<file path="src/rtl/divider_job_sequencer.sv">
// Job FIFO plus handshake sequencer wrapped around the PicoBlaze 8-bit divider.
// Latency: 5 cycles job_valid->res_valid when the divider leaves Initial and finishes one cycle apart.
// Backpressure: job_ready drops while the FIFO is full; an unconsumed result stalls the FSM in CAPTURE.
//
// Ports: job_valid/job_ready/job_x/job_y  - operand pairs from the producer
//        res_valid/res_ready/res_*        - one result per job, held until accepted
//        Xin/Yin/Start/Ack/Done/Qi/Quotient/Remainder - divider handshake
//        err_timeout (sticky abort flag), busy (work in flight or queued)

// Generic register FIFO; the head entry is readable combinationally.
// Latency: a pushed entry is at the head one cycle after the push.
// Backpressure: full blocks pushes, empty blocks pops; push and pop may share a cycle.
module djs_fifo #(
    parameter int WIDTH = 16,
    parameter int DEPTH = 4
) (
    input  logic             core_clk,
    input  logic             arst_n,
    input  logic             push_vld,
    input  logic [WIDTH-1:0] push_dat,
    input  logic             pop_vld,
    output logic [WIDTH-1:0] head_dat,
    output logic             full,
    output logic             empty
);
    localparam int AW = $clog2(DEPTH);

    logic [WIDTH-1:0] mem_q [DEPTH];
    // One extra pointer bit distinguishes full from empty when the indices match.
    logic [AW:0]      wr_ptr_q;
    logic [AW:0]      rd_ptr_q;
    logic             do_push;
    logic             do_pop;

    assign empty    = (wr_ptr_q == rd_ptr_q);
    assign full     = (wr_ptr_q[AW] != rd_ptr_q[AW]) && (wr_ptr_q[AW-1:0] == rd_ptr_q[AW-1:0]);
    assign do_push  = push_vld && !full;
    assign do_pop   = pop_vld && !empty;
    assign head_dat = mem_q[rd_ptr_q[AW-1:0]];

    always_ff @(posedge core_clk or negedge arst_n) begin
        if (!arst_n) begin
            wr_ptr_q <= '0;
            rd_ptr_q <= '0;
        end else begin
            if (do_push) wr_ptr_q <= wr_ptr_q + (AW+1)'(1);
            if (do_pop)  rd_ptr_q <= rd_ptr_q + (AW+1)'(1);
        end
    end

    always_ff @(posedge core_clk) begin
        if (do_push) mem_q[wr_ptr_q[AW-1:0]] <= push_dat;
    end
endmodule

// Pops jobs, runs the divider Start/Ack handshake, resolves y==0 locally, aborts on timeout.
// Latency: 5 cycles job_valid->res_valid with an ideal divider; y==0 jobs skip the divider.
// Backpressure: result port holds until res_ready; FSM waits in CAPTURE, FIFO absorbs new jobs.
module divider_job_sequencer #(
    parameter int DEPTH          = 4,
    parameter int TIMEOUT_CYCLES = 4096
) (
    input  logic       ClkPort,
    input  logic       Reset_n,
    input  logic       job_valid,
    input  logic [7:0] job_x,
    input  logic [7:0] job_y,
    output logic       job_ready,
    output logic       res_valid,
    input  logic       res_ready,
    output logic [7:0] res_q,
    output logic [7:0] res_r,
    output logic       res_div0,
    output logic       res_err,
    output logic       err_timeout,
    output logic       busy,
    output logic [7:0] Xin,
    output logic [7:0] Yin,
    output logic       Start,
    output logic       Ack,
    input  logic       Done,
    input  logic       Qi,
    input  logic [7:0] Quotient,
    input  logic [7:0] Remainder
);
    typedef enum logic [2:0] {S_IDLE, S_ISSUE, S_WAIT_DONE, S_CAPTURE, S_ACK} state_t;

    localparam logic [15:0] TIMER_LAST = 16'(TIMEOUT_CYCLES - 1);

    state_t      state_q;
    logic [15:0] timer_q;
    logic [7:0]  xin_q, yin_q;
    logic        start_q, ack_q;
    logic [7:0]  res_quo_q, res_rem_q;
    logic        res_div0_q, res_err_q, res_vld_q;
    logic        err_to_q;
    // Result waiting for the output port; lets CAPTURE stall without losing it.
    logic [7:0]  cap_quo_q, cap_rem_q;
    logic        cap_div0_q, cap_err_q;

    logic        fifo_full, fifo_empty, fifo_pop;
    logic [15:0] head_dat;
    logic [7:0]  head_x, head_y;
    logic        timer_hit;

    assign job_ready = !fifo_full;
    assign fifo_pop  = (state_q == S_IDLE);
    assign head_x    = head_dat[15:8];
    assign head_y    = head_dat[7:0];
    assign timer_hit = (timer_q == TIMER_LAST);

    djs_fifo #(.WIDTH(16), .DEPTH(DEPTH)) u_job_fifo (
        .core_clk (ClkPort),
        .arst_n   (Reset_n),
        .push_vld (job_valid),
        .push_dat ({job_x, job_y}),
        .pop_vld  (fifo_pop),
        .head_dat (head_dat),
        .full     (fifo_full),
        .empty    (fifo_empty)
    );

    always_ff @(posedge ClkPort or negedge Reset_n) begin
        if (!Reset_n) begin
            state_q    <= S_IDLE;
            timer_q    <= '0;
            xin_q      <= '0;
            yin_q      <= '0;
            start_q    <= 1'b0;
            ack_q      <= 1'b0;
            res_quo_q  <= '0;
            res_rem_q  <= '0;
            res_div0_q <= 1'b0;
            res_err_q  <= 1'b0;
            res_vld_q  <= 1'b0;
            err_to_q   <= 1'b0;
            cap_quo_q  <= '0;
            cap_rem_q  <= '0;
            cap_div0_q <= 1'b0;
            cap_err_q  <= 1'b0;
        end else begin
            // A consumed result drops here unless CAPTURE reloads below in the same cycle.
            if (res_vld_q && res_ready) res_vld_q <= 1'b0;

            case (state_q)
                S_IDLE: begin
                    timer_q <= '0;
                    if (!fifo_empty) begin
                        if (head_y == 8'd0) begin
                            cap_quo_q  <= 8'hFF;
                            cap_rem_q  <= head_x;
                            cap_div0_q <= 1'b1;
                            cap_err_q  <= 1'b0;
                            state_q    <= S_CAPTURE;
                        end else begin
                            xin_q   <= head_x;
                            yin_q   <= head_y;
                            start_q <= 1'b1;
                            state_q <= S_ISSUE;
                        end
                    end
                end
                S_ISSUE: begin
                    timer_q <= timer_q + 16'd1;
                    if (!Qi) begin
                        start_q <= 1'b0;
                        timer_q <= '0;
                        state_q <= S_WAIT_DONE;
                    end else if (timer_hit) begin
                        start_q    <= 1'b0;
                        timer_q    <= '0;
                        err_to_q   <= 1'b1;
                        cap_quo_q  <= '0;
                        cap_rem_q  <= '0;
                        cap_div0_q <= 1'b0;
                        cap_err_q  <= 1'b1;
                        state_q    <= S_CAPTURE;
                    end
                end
                S_WAIT_DONE: begin
                    timer_q <= timer_q + 16'd1;
                    if (Done) begin
                        timer_q    <= '0;
                        cap_quo_q  <= Quotient;
                        cap_rem_q  <= Remainder;
                        cap_div0_q <= 1'b0;
                        cap_err_q  <= 1'b0;
                        state_q    <= S_CAPTURE;
                    end else if (timer_hit) begin
                        timer_q    <= '0;
                        err_to_q   <= 1'b1;
                        cap_quo_q  <= '0;
                        cap_rem_q  <= '0;
                        cap_div0_q <= 1'b0;
                        cap_err_q  <= 1'b1;
                        state_q    <= S_CAPTURE;
                    end
                end
                S_CAPTURE: begin
                    timer_q <= '0;
                    if (!res_vld_q || res_ready) begin
                        res_vld_q  <= 1'b1;
                        res_quo_q  <= cap_quo_q;
                        res_rem_q  <= cap_rem_q;
                        res_div0_q <= cap_div0_q;
                        res_err_q  <= cap_err_q;
                        // Locally resolved and aborted jobs never reached Done, so no Ack.
                        if (cap_div0_q || cap_err_q) begin
                            state_q <= S_IDLE;
                        end else begin
                            ack_q   <= 1'b1;
                            state_q <= S_ACK;
                        end
                    end
                end
                S_ACK: begin
                    timer_q <= '0;
                    if (!Done && Qi) begin
                        ack_q   <= 1'b0;
                        state_q <= S_IDLE;
                    end
                end
                default: state_q <= S_IDLE;
            endcase
        end
    end

    assign Xin         = xin_q;
    assign Yin         = yin_q;
    assign Start       = start_q;
    assign Ack         = ack_q;
    assign res_valid   = res_vld_q;
    assign res_q       = res_quo_q;
    assign res_r       = res_rem_q;
    assign res_div0    = res_div0_q;
    assign res_err     = res_err_q;
    assign err_timeout = err_to_q;
    assign busy        = (state_q != S_IDLE) || !fifo_empty;
endmodule

</file>
<file path="config.mk">
export PLATFORM = sky130hd
export DESIGN_NAME = divider_job_sequencer
export DESIGN_NICKNAME = d
export VERILOG_FILES = /design/src/rtl/divider_job_sequencer.sv
export SDC_FILE = /design/constraint.sdc
export NUM_CORES = 1
export LEC_CHECK = 0
export ABC_AREA = 0
export CAP_MARGIN = 20
export CELL_PAD_IN_SITES_DETAIL_PLACEMENT = 1
export CELL_PAD_IN_SITES_GLOBAL_PLACEMENT = 1
export CORE_ASPECT_RATIO = 0.8
export CORE_UTILIZATION = 45
export DETAILED_ROUTE_END_ITERATION = 10
export PLACE_DENSITY_LB_ADDON = 0.1
export SETUP_SLACK_MARGIN = 0.02
export SLEW_MARGIN = 40
export SYNTH_ARGS = -nofsm -noshare
export SYNTH_HDL_FRONTEND = slang
export SYNTH_SLANG_ARGS = --single-unit
export TNS_END_PERCENT = 30
</file>
<file path="constraint.sdc">
create_clock -name ClkPort -period 3.4 [get_ports ClkPort]
set_input_delay 0.68 -clock ClkPort [delete_from_list [all_inputs] [get_ports ClkPort]]
set_output_delay 0.68 -clock ClkPort [all_outputs]
set_load 0.01 [all_outputs]
</file>
==> impl_metrics.yaml, run 1 <==
status:
  status: "complete, no violations"
finish:
  multi_input_area_sq_um: 1913
  stdcell_count: 671
  ff_latch_area_sq_um: 3949
  n_fill_cell: 1206
  syn_to_final_growth_pct: 27.22
  nets: 527
  drive_gt1_frac: 0.1915
  diodes: 0
sta:
  finClkSkew_ns: 0.009302
  fmax_mhz: 318.9
  hold_viol_final: 0
  period_minus_slack_ns: 3.136
  finalSetupViolations: 0
  relSlewSlack: 0.5556
  rsz0062_at_grt: "no"
  finalCritPeriodShare: 0.9223
  drv_slew: 0
  tightest_slew_ns: 0.6666
  setup_tns_ns: 0
power_and_ir_drop:
  p_sw_frac: 0.3402
  intPower_mw: 5.064
  clkPwrFrac: 0.248
  p_seq_frac: 0.367
  powerDensity_nw_per_um2: 1010
  p_leak_nw: 2.893
  vdd.ir_drop.worst_mv: 0.6565
  power.share.combinational: 0.385
  switchingPower_mw: 2.610
grt:
  grt.busiest_layer: "met2"
  met2_usage: 0.3367
  grt_pass1_vias: 3910
  grt_max_degree: 82
  antenna_found_initial: 0
  grtUsageTotal: 0.2192
  gr-total-overflow: 0
  use_met1: 0.3092
  grt_util_met3: 0.04659
  grt_pass1_wl_um: 21960
yosys:
  synth_nets: 434
  synthFlopType: "dfrtp_1"
  avgSynthCellArea_sq_um: 15.31
  synth.top_cells.by_count: "81 x dfrtp_1, 64 x edfxtp_1, 26 x nor2_1"
  yosys_register_bits: 145
  synth-edff-count: 64
  ys_seq_area_frac: 0.6614
  synthCells: 390
  synth_top_area_share: 0.3395
  synth_most_common_cell: "dfrtp_1"
  yosys_warnings: 0
  syn_area_sq_um: 5971
  yosysTopAreaCell: "dfrtp_1"
  synthDistinctLibCells: 46
  synthTopCellsByArea: "dfrtp_1 34%, edfxtp_1 32%, mux4_2 6.0%"
  synth_async_sr_flop_share: 0.5586
drt:
  wl_per_cell_um: 19.92
  firstDrtPassIters: 5
  drtAntennaViolNets: 0
  vias: 3604
  avgViaCountPerCell: 5.371
  drtIter0Drc: 183
  wirelength_um: 13360
  drc: 0
hold_path:
  hp-class: "input port to async pin"
placed_design:
  portBuffers: 77
  gp_congestion: 0.7337
  dp.cells: 639
  dpl.hpwl_um: 8651
die:
  initial_utilization: 0.4623
  dieWidth_um: 130.8
  io_pins: 78
  rows: 37
  dieArea_sq_um: 13740
  die_h_um: 105.0
  core_sq_um: 12920
clock_network:
  clk_latency_ns: 0.42
  clock-root-buffer: "clkbuf_16"
  h-tree-depth: 4
  cts.clk_slew.worst_paths_ns: 0.06
  post_cts_buffers: 0
  clock_path_buffers: 2
  clkSinkCount: 145
  hold_buffers: 0
  post_cts_resized: 0
  cts_tree: "built"
  cts_buffers: 17
critical_path:
  arrival_ns: 2.46
  required_ns: 2.72
  worstRegToRegCells: 5
  start_kind: "flop"
  critPathMaxFanout: 10
  worst_setup_path_end_kind: "output port"
  path_class: "flop to output port"
job:
  drv_cap: 0
## sequential cells by signal (all words and copies together) (netlist names), 8 cells and up
register / cells
u_job_fifo.mem_q: 64
timer_q: 16
Xin: 8
Yin: 8
cap_quo_q: 8
cap_rem_q: 8
res_q: 8
res_r: 8
## power groups by stage
stage          logic (mW)  registers (mW)  clock network [mW]
3_3_place_gp         2.86            2.82                   0
3_5_place_dp         2.96            2.85                   0
5_1_grt              3.25            2.89                2.00
6_report             2.95            2.82                1.90
4_1_cts              3.00            2.83                1.94
2_1_floorplan        1.86            2.78                   0
## routing by layer
metal / vias to the layer above / part of all wire
li1: 1656 / -
met1: 1871 / 0.46
met2: 64 / 0.50
met3: 13 / 0.031
met4: 0 / 0.010
met5: - / 0
## cell usage in the layout (no fill, tap or decap), types with 10 or more instances in the layout
cell             count
xnor2_1             15
buf_4               13
nand2_1             15
nor2_1              26
clkdlybuf4s50_1     76
edfxtp_1            64
mux4_2              16
dfrtp_1             81
clkbuf_16           17
a21oi_1             10
o2bb2ai_1           16
mux2_2              19
## layout make-up
type                            count  area share
Clock inverter                     15     0.02257
Inverter                            7    0.003459
Sequential cell                   145      0.5198
Multi-Input combinational cell    221      0.2519
Clock buffer                       17     0.05600
Timing Repair Buffer               91      0.1174
Tap cell                          175     0.02883
## kinds of logic (layout without fill, tap and decap cells)
kind of cell             Yosys count  count (layout)  share of synthesized area
multiplexers                      52              52                     0.1337
AO/OA/AOI/OAI                     54              54                    0.06769
flip-flops                       145             145                     0.6614
AND/OR/NAND/NOR                   86              86                    0.07146
buffers and inverters             24             130                    0.01949
adder cells (fa/ha/maj)            6               6                    0.01257
XOR/XNOR                          23              23                    0.03374
## critical path, stage by stage (launching register included)
cell,delay (ns)
dfrtp_1,0.71
buf_4,0.29
xor2_1,0.09
nor2_1,0.26
nand3_1,0.18
clkdlybuf4s50_1,0.51
## final timing paths
path	from	end	slack [ns]
worst min-delay path	Reset_n	timer_q[9]	0.27
min in group ClkPort	cap_rem_q[6]	cap_rem_q[6]	0.48
worst max register to register	u_job_fifo.rd_ptr_q[0]	Yin[0]	0.36
worst min register to register	cap_rem_q[6]	cap_rem_q[6]	0.48
max in group asynchronous	Reset_n	timer_q[2]	2.63
worst max-delay path	u_job_fifo.rd_ptr_q[0]	busy	0.26
## through the flow
step / setup WS [ns] / cell area (sq um) / power [mW] / utilization / hold slack (ns)
global route: 0.02506 / 7596 / 8.147 / 0.5881 / 0.3515
CTS: 0.1722 / 7594 / 7.769 / 0.5879 / 0.3283
finish: 0.2643 / 7596 / 7.674 / 0.5881 / 0.2749
floorplan: 0.7746 / 5971 / 4.633 / - / 0.3844
global placement: 0.2233 / 6992 / 5.688 / 0.5413 / 0.4535
detailed placement: 0.3282 / 6997 / 5.812 / 0.5417 / 0.4711
No activity file was read; power rests on OpenSTA's default activity.
==> run 2: changes to the inputs <==
--- a/config.mk
+++ b/config.mk
@@ -12,9 +12,9 @@
 export CORE_ASPECT_RATIO = 0.8
 export CORE_UTILIZATION = 45
 export DETAILED_ROUTE_END_ITERATION = 10
+export HOLD_SLACK_MARGIN = 0.15
 export PLACE_DENSITY_LB_ADDON = 0.1
 export SETUP_SLACK_MARGIN = 0.02
-export SLEW_MARGIN = 40
 export SYNTH_ARGS = -nofsm -noshare
 export SYNTH_HDL_FRONTEND = slang
 export SYNTH_SLANG_ARGS = --single-unit
==> run 2 against run 1 <==
Against the previous run:
- via count is 0.97% higher
- wire length shrank 0.95%
- register-to-register slack is essentially flat
- final cell count rose by 0.15%
- clock power is 3% lower
- non-clock buffer count grew 1
- sequential power about the same
- sequential share of layout area down 0.061 points
- first-iteration DRC count is 3.3% lower
==> impl_metrics.yaml, run 2 (synthesis gave the netlist of run 1 again) <==
grt:
  grt_pass1_wl_um: 21430
  gr-total-overflow: 0
  grt_pass1_vias: 3862
  grt_max_degree: 82
  antenna_found_initial: 0
  grtUsageTotal: 0.2159
drt:
  firstDrtPassIters: 4
  avgViaCountPerCell: 5.415
  wirelength_um: 13240
  drtIter0Drc: 177
  drtAntennaViolNets: 0
  drc: 0
  vias: 3639
  wl_per_cell_um: 19.70
power_and_ir_drop:
  switchingPower_mw: 2.565
  vdd.ir_drop.worst_mv: 0.5887
  power.share.combinational: 0.389
  clkPwrFrac: 0.241
  powerDensity_nw_per_um2: 1001
  p_sw_frac: 0.3368
  p_seq_frac: 0.370
  p_leak_nw: 2.883
  total_power_mw: 7.618
  intPower_mw: 5.052
sta:
  hold_viol_final: 0
  finalSetupViolations: 0
  period_minus_slack_ns: 3.090
  tightest_slew_ns: 0.9523
  drv_slew: 0
  relSlewSlack: 0.3652
  finClkSkew_ns: 0.007701
  finalCritPeriodShare: 0.9089
  setup_tns_ns: 0
  rsz0062_at_grt: "no"
  fmax_mhz: 323.6
critical_path:
  ff2ff_setup_slack_ns: 0.36
  rr_endpoint: "Yin[1]"
  critPathMaxFanout: 10
  required_ns: 2.72
  worst_setup_path_end_kind: "output port"
  start_kind: "flop"
  crit_end: "busy"
  startpoint: "u_job_fifo.rd_ptr_q[1]"
  arrival_ns: 2.41
  path_class: "flop to output port"
  worstRegToRegCells: 5
  reg2reg_from: "u_job_fifo.rd_ptr_q[0]"
clock_network:
  clock_path_buffers: 2
  h-tree-depth: 4
  post_cts_resized: 0
  cts_buffers: 17
  clk_latency_ns: 0.43
  post_cts_buffers: 0
  cts_tree: "built"
  clkSinkCount: 145
  cts.clk_slew.worst_paths_ns: 0.06
  hold_buffers: 0
  clock-root-buffer: "clkbuf_16"
die:
  io_pins: 78
  rows: 37
  dieArea_sq_um: 13740
  die_h_um: 105.0
  core_sq_um: 12920
  initial_utilization: 0.4623
  dieWidth_um: 130.8
hold_path:
  hp-class: "input port to async pin"
finish:
  final_cell_mix: "80 x dfrtp_1, 76 x clkdlybuf4s50_1, 64 x edfxtp_1"
  n_fill_cell: 1201
  drive_gt1_frac: 0.1911
  stdcell_count: 672
  diodes: 0
  nets: 528
  syn_to_final_growth_pct: 27.41
  final_common_cell: "dfrtp_1"
  largest_reg_flops: 64
job:
  drv_cap: 0
placed_design:
  gp_congestion: 0.7337
  dp.cells: 639
  dpl.hpwl_um: 8637
  portBuffers: 77
status:
  status: "complete, no violations"
## run 2: cell count changes in the layout (fill, tap and decap cells not counted), sizes merged
cell / before / now
clkinvlp: 2 / 5
inv: 15 / 10
clkinv: 3 / 5
buf: 14 / 16
clkbuf: 18 / 17
## run 2: routing by layer
metal	GRT usage	up-vias	part of all wire
li1	-	1661	-
met1	0.2992	1885	0.46
met2	0.3216	71	0.48
met3	0.05786	22	0.041
met4	0.08785	0	0.020
met5	0	-	0
## run 2: area by class of cell
class	count	area, sq um	share of cell area
well taps	175	219.0	0.02878
repair buffers	92	913.4	0.1201
clock inverters	15	161.4	0.02122
flip-flops and latches	145	3950	0.5192
inverters	7	26.28	0.003454
multi-input cells	221	1912	0.2513
clock buffers	17	425.4	0.05592
## run 2: per-stage QoR
step           utilization  instance area (sq um)  hold WS, ns  worst slack [ns]
3_5_place_dp        0.5413                   6992       0.4711            0.1437
3_3_place_gp        0.5413                   6992       0.4535            0.2233
2_1_floorplan            -                   5971       0.3844            0.7746
5_1_grt             0.5890                   7607       0.1777            0.1470
6_report            0.5890                   7607       0.1680            0.3097
4_1_cts             0.5867                   7579       0.4727            0.1306
## run 2: power by group through the flow
stage / logic [mW] / registers [mW] / clock network [mW]
floorplan: 1.86 / 2.78 / 0
global route: 3.25 / 2.89 / 1.95
CTS: 3.00 / 2.83 / 1.88
finish: 2.96 / 2.82 / 1.84
detailed placement: 2.96 / 2.85 / 0
global placement: 2.86 / 2.82 / 0
## run 2: worst max-delay path, cell delays in order (launching register included)
cell	delay [ns]
dfrtp_1	0.61
buf_4	0.30
xor2_1	0.10
nor2_1	0.28
nand3_1	0.19
clkdlybuf4s50_1	0.51
## run 2: how the worst min path moves through the flow
stage / start / end / cells after the start
after floorplan: Reset_n / Ack / 0
after global placement: err_timeout / err_timeout / 1
after detailed placement: cap_rem_q[6] / cap_rem_q[6] / 1
after CTS: Reset_n / timer_q[10] / 1
after global routing: Reset_n / timer_q[8] / 1
final: Reset_n / timer_q[8] / 1
==> run 3: changes to the inputs <==
--- a/config.mk
+++ b/config.mk
@@ -6,10 +6,11 @@
 export NUM_CORES = 1
 export LEC_CHECK = 0
 export ABC_AREA = 0
-export CAP_MARGIN = 20
+export CAP_MARGIN = 30
 export CELL_PAD_IN_SITES_DETAIL_PLACEMENT = 1
 export CELL_PAD_IN_SITES_GLOBAL_PLACEMENT = 1
 export CORE_ASPECT_RATIO = 0.8
+export CORE_MARGIN = 1.5
 export CORE_UTILIZATION = 45
 export DETAILED_ROUTE_END_ITERATION = 10
 export HOLD_SLACK_MARGIN = 0.15
==> run 3 against run 2 <==
Against the previous run:
- critical path depth up 1
- first-iteration DRC count down 24%
- sequential power about the same
- register-to-register slack better by 0.14 ns
- die area up 1.7%
- clock power down 6%
- final cell count up 0.60%
==> impl_metrics.yaml, run 3 (synthesis gave the netlist of run 1 again) <==
critical_path:
  path_cells: "buf_4, xor2_1, nor2_1, buf_4, nand3_1, clkdlybuf4s50_1"
  worst_setup_path_end_kind: "output port"
  reg2reg_from: "u_job_fifo.rd_ptr_q[0]"
  arrival_ns: 2.36
  crit_slowest_cell: "dfrtp_1"
  crit_top_cell: "buf_4"
  rr_endpoint: "Xin[7]"
  worstRegToRegCells: 7
  cp.buffers_inverters: 3
  start_kind: "flop"
  required_ns: 2.72
  slowest_delay_ns: 0.58
  path_class: "flop to output port"
  critPathTopFamily: "buffers and inverters"
  critPathMaxFanout: 11
  ff2ff_setup_slack_ns: 0.50
finish:
  final_common_cell: "dfrtp_1"
  n_fill_cell: 1187
  drive_gt1_frac: 0.1916
  nets: 532
  largest_reg_flops: 64
  final_cell_mix: "81 x dfrtp_1, 76 x clkdlybuf4s50_1, 64 x edfxtp_1"
  diodes: 0
  final_cell_area_sq_um: 7597
  syn_to_final_growth_pct: 27.24
die:
  die_h_um: 106.0
  initial_utilization: 0.4623
  core_sq_um: 12920
  dieWidth_um: 131.8
  rows: 37
  io_pins: 78
  dieArea_sq_um: 13970
grt:
  gr-total-overflow: 0
  grt_pass1_wl_um: 21200
  grt_max_degree: 70
  antenna_found_initial: 0
  grt_pass1_vias: 3879
  grtUsageTotal: 0.2035
clock_network:
  clkSinkCount: 145
  clk_latency_ns: 0.42
  clock_path_buffers: 2
  clock-root-buffer: "clkbuf_16"
  cts.clk_slew.worst_paths_ns: 0.06
  cts_buffers: 17
  h-tree-depth: 4
  post_cts_resized: 0
  cts_tree: "built"
power_and_ir_drop:
  p_seq_frac: 0.370
  intPower_mw: 4.952
  powerDensity_nw_per_um2: 994.9
  switchingPower_mw: 2.607
  p_sw_frac: 0.3448
  power.share.combinational: 0.401
  p_leak_nw: 2.893
  vdd.ir_drop.worst_mv: 0.5494
  clkPwrFrac: 0.229
placed_design:
  place_area_sq_um: 7022
  portBuffers: 77
  dpl.hpwl_um: 8730
  gp_congestion: 0.7602
sta:
  relSlewSlack: 0.5941
  drv_slew: 0
  setup_tns_ns: 0
  fmax_mhz: 328.5
  tightest_slew_ns: 0.6048
  finalSetupViolations: 0
  period_minus_slack_ns: 3.044
  finClkSkew_ns: 0.01201
  rsz0062_at_grt: "no"
  finalCritPeriodShare: 0.8954
  hold_viol_final: 0
drt:
  firstDrtPassIters: 4
  vias: 3593
  wirelength_um: 13360
  avgViaCountPerCell: 5.315
  drtIter0Drc: 135
  drc: 0
  drtAntennaViolNets: 0
  wl_per_cell_um: 19.76
job:
  drv_cap: 0
hold_path:
  min_from: "err_timeout"
  hold_depth: 1
  hp-class: "flop to flop"
  hold_path_end: "err_timeout"
status:
  status: "complete, no violations"
-- run 3: worst max path at each step --
stage                           start  cells after the start      to
3_5_place_dp                       Qi                      5  Yin[1]
6_report       u_job_fifo.rd_ptr_q[1]                      6    busy
5_1_grt        u_job_fifo.rd_ptr_q[1]                      6    busy
3_3_place_gp                       Qi                      5  Yin[0]
2_1_floorplan  u_job_fifo.rd_ptr_q[0]                      8  Xin[0]
4_1_cts        u_job_fifo.rd_ptr_q[1]                      6    busy
-- run 3: power groups by stage --
stage / clock [mW] / sequential, mW / combinational [mW]
2_1_floorplan: 0 / 2.78 / 1.86
3_3_place_gp: 0 / 2.79 / 2.93
3_5_place_dp: 0 / 2.82 / 3.02
4_1_cts: 1.77 / 2.80 / 3.04
5_1_grt: 1.84 / 2.86 / 3.27
6_report: 1.73 / 2.80 / 3.03
-- run 3: per-stage QoR --
stage          total power, mW  hold WS (ns)    util  std cells  setup WS (ns)
2_1_floorplan            4.633        0.3844       -        390         0.7746
3_3_place_gp             5.711        0.4455  0.5415        641         0.3141
3_5_place_dp             5.841        0.4665  0.5436        642         0.2302
4_1_cts                  7.607        0.4787  0.5870        675         0.2949
5_1_grt                  7.964        0.4942  0.5882        676         0.2288
6_report                 7.559        0.4697  0.5882        676         0.3556
-- run 3: area by class of cell --
| cell class | instances | area (sq um) | area share |
|---|---|---|---|
| inverter | 7 | 26.28 | 0.003458 |
| clock buffer | 17 | 425.4 | 0.05599 |
| multi-input combinational | 221 | 1912 | 0.2516 |
| tap | 175 | 219.0 | 0.02882 |
| timing repair buffer | 96 | 940.9 | 0.1238 |
| sequential | 145 | 3949 | 0.5198 |
| clock inverter | 15 | 125.1 | 0.01647 |
-- run 3: routing by layer --
| metal | vias up | wire length [um] | track usage |
|---|---|---|---|
| met1 | 1828 | 6253 | 0.2730 |
| met5 | - | 0 | 0 |
| met3 | 24 | 478 | 0.05293 |
| met2 | 80 | 6329 | 0.3128 |
| met4 | 0 | 295 | 0.09603 |
| li1 | 1661 | - | - |
-- run 3: what timing repair did --
item,CTS,global route
setup endpoints to repair,0,0
buffers inserted,0,0
hold endpoints to repair,12,0
hold buffers,1,0
-- run 3: worst register-to-register path, cell delays in order, from the launching register on --
cell and delay (ns):
dfrtp_1 0.32, buf_4 0.25, mux4_2 0.55, or4_1 0.59, or2_0 0.25, and3_1 0.29, buf_8 0.21, mux2_1 0.32
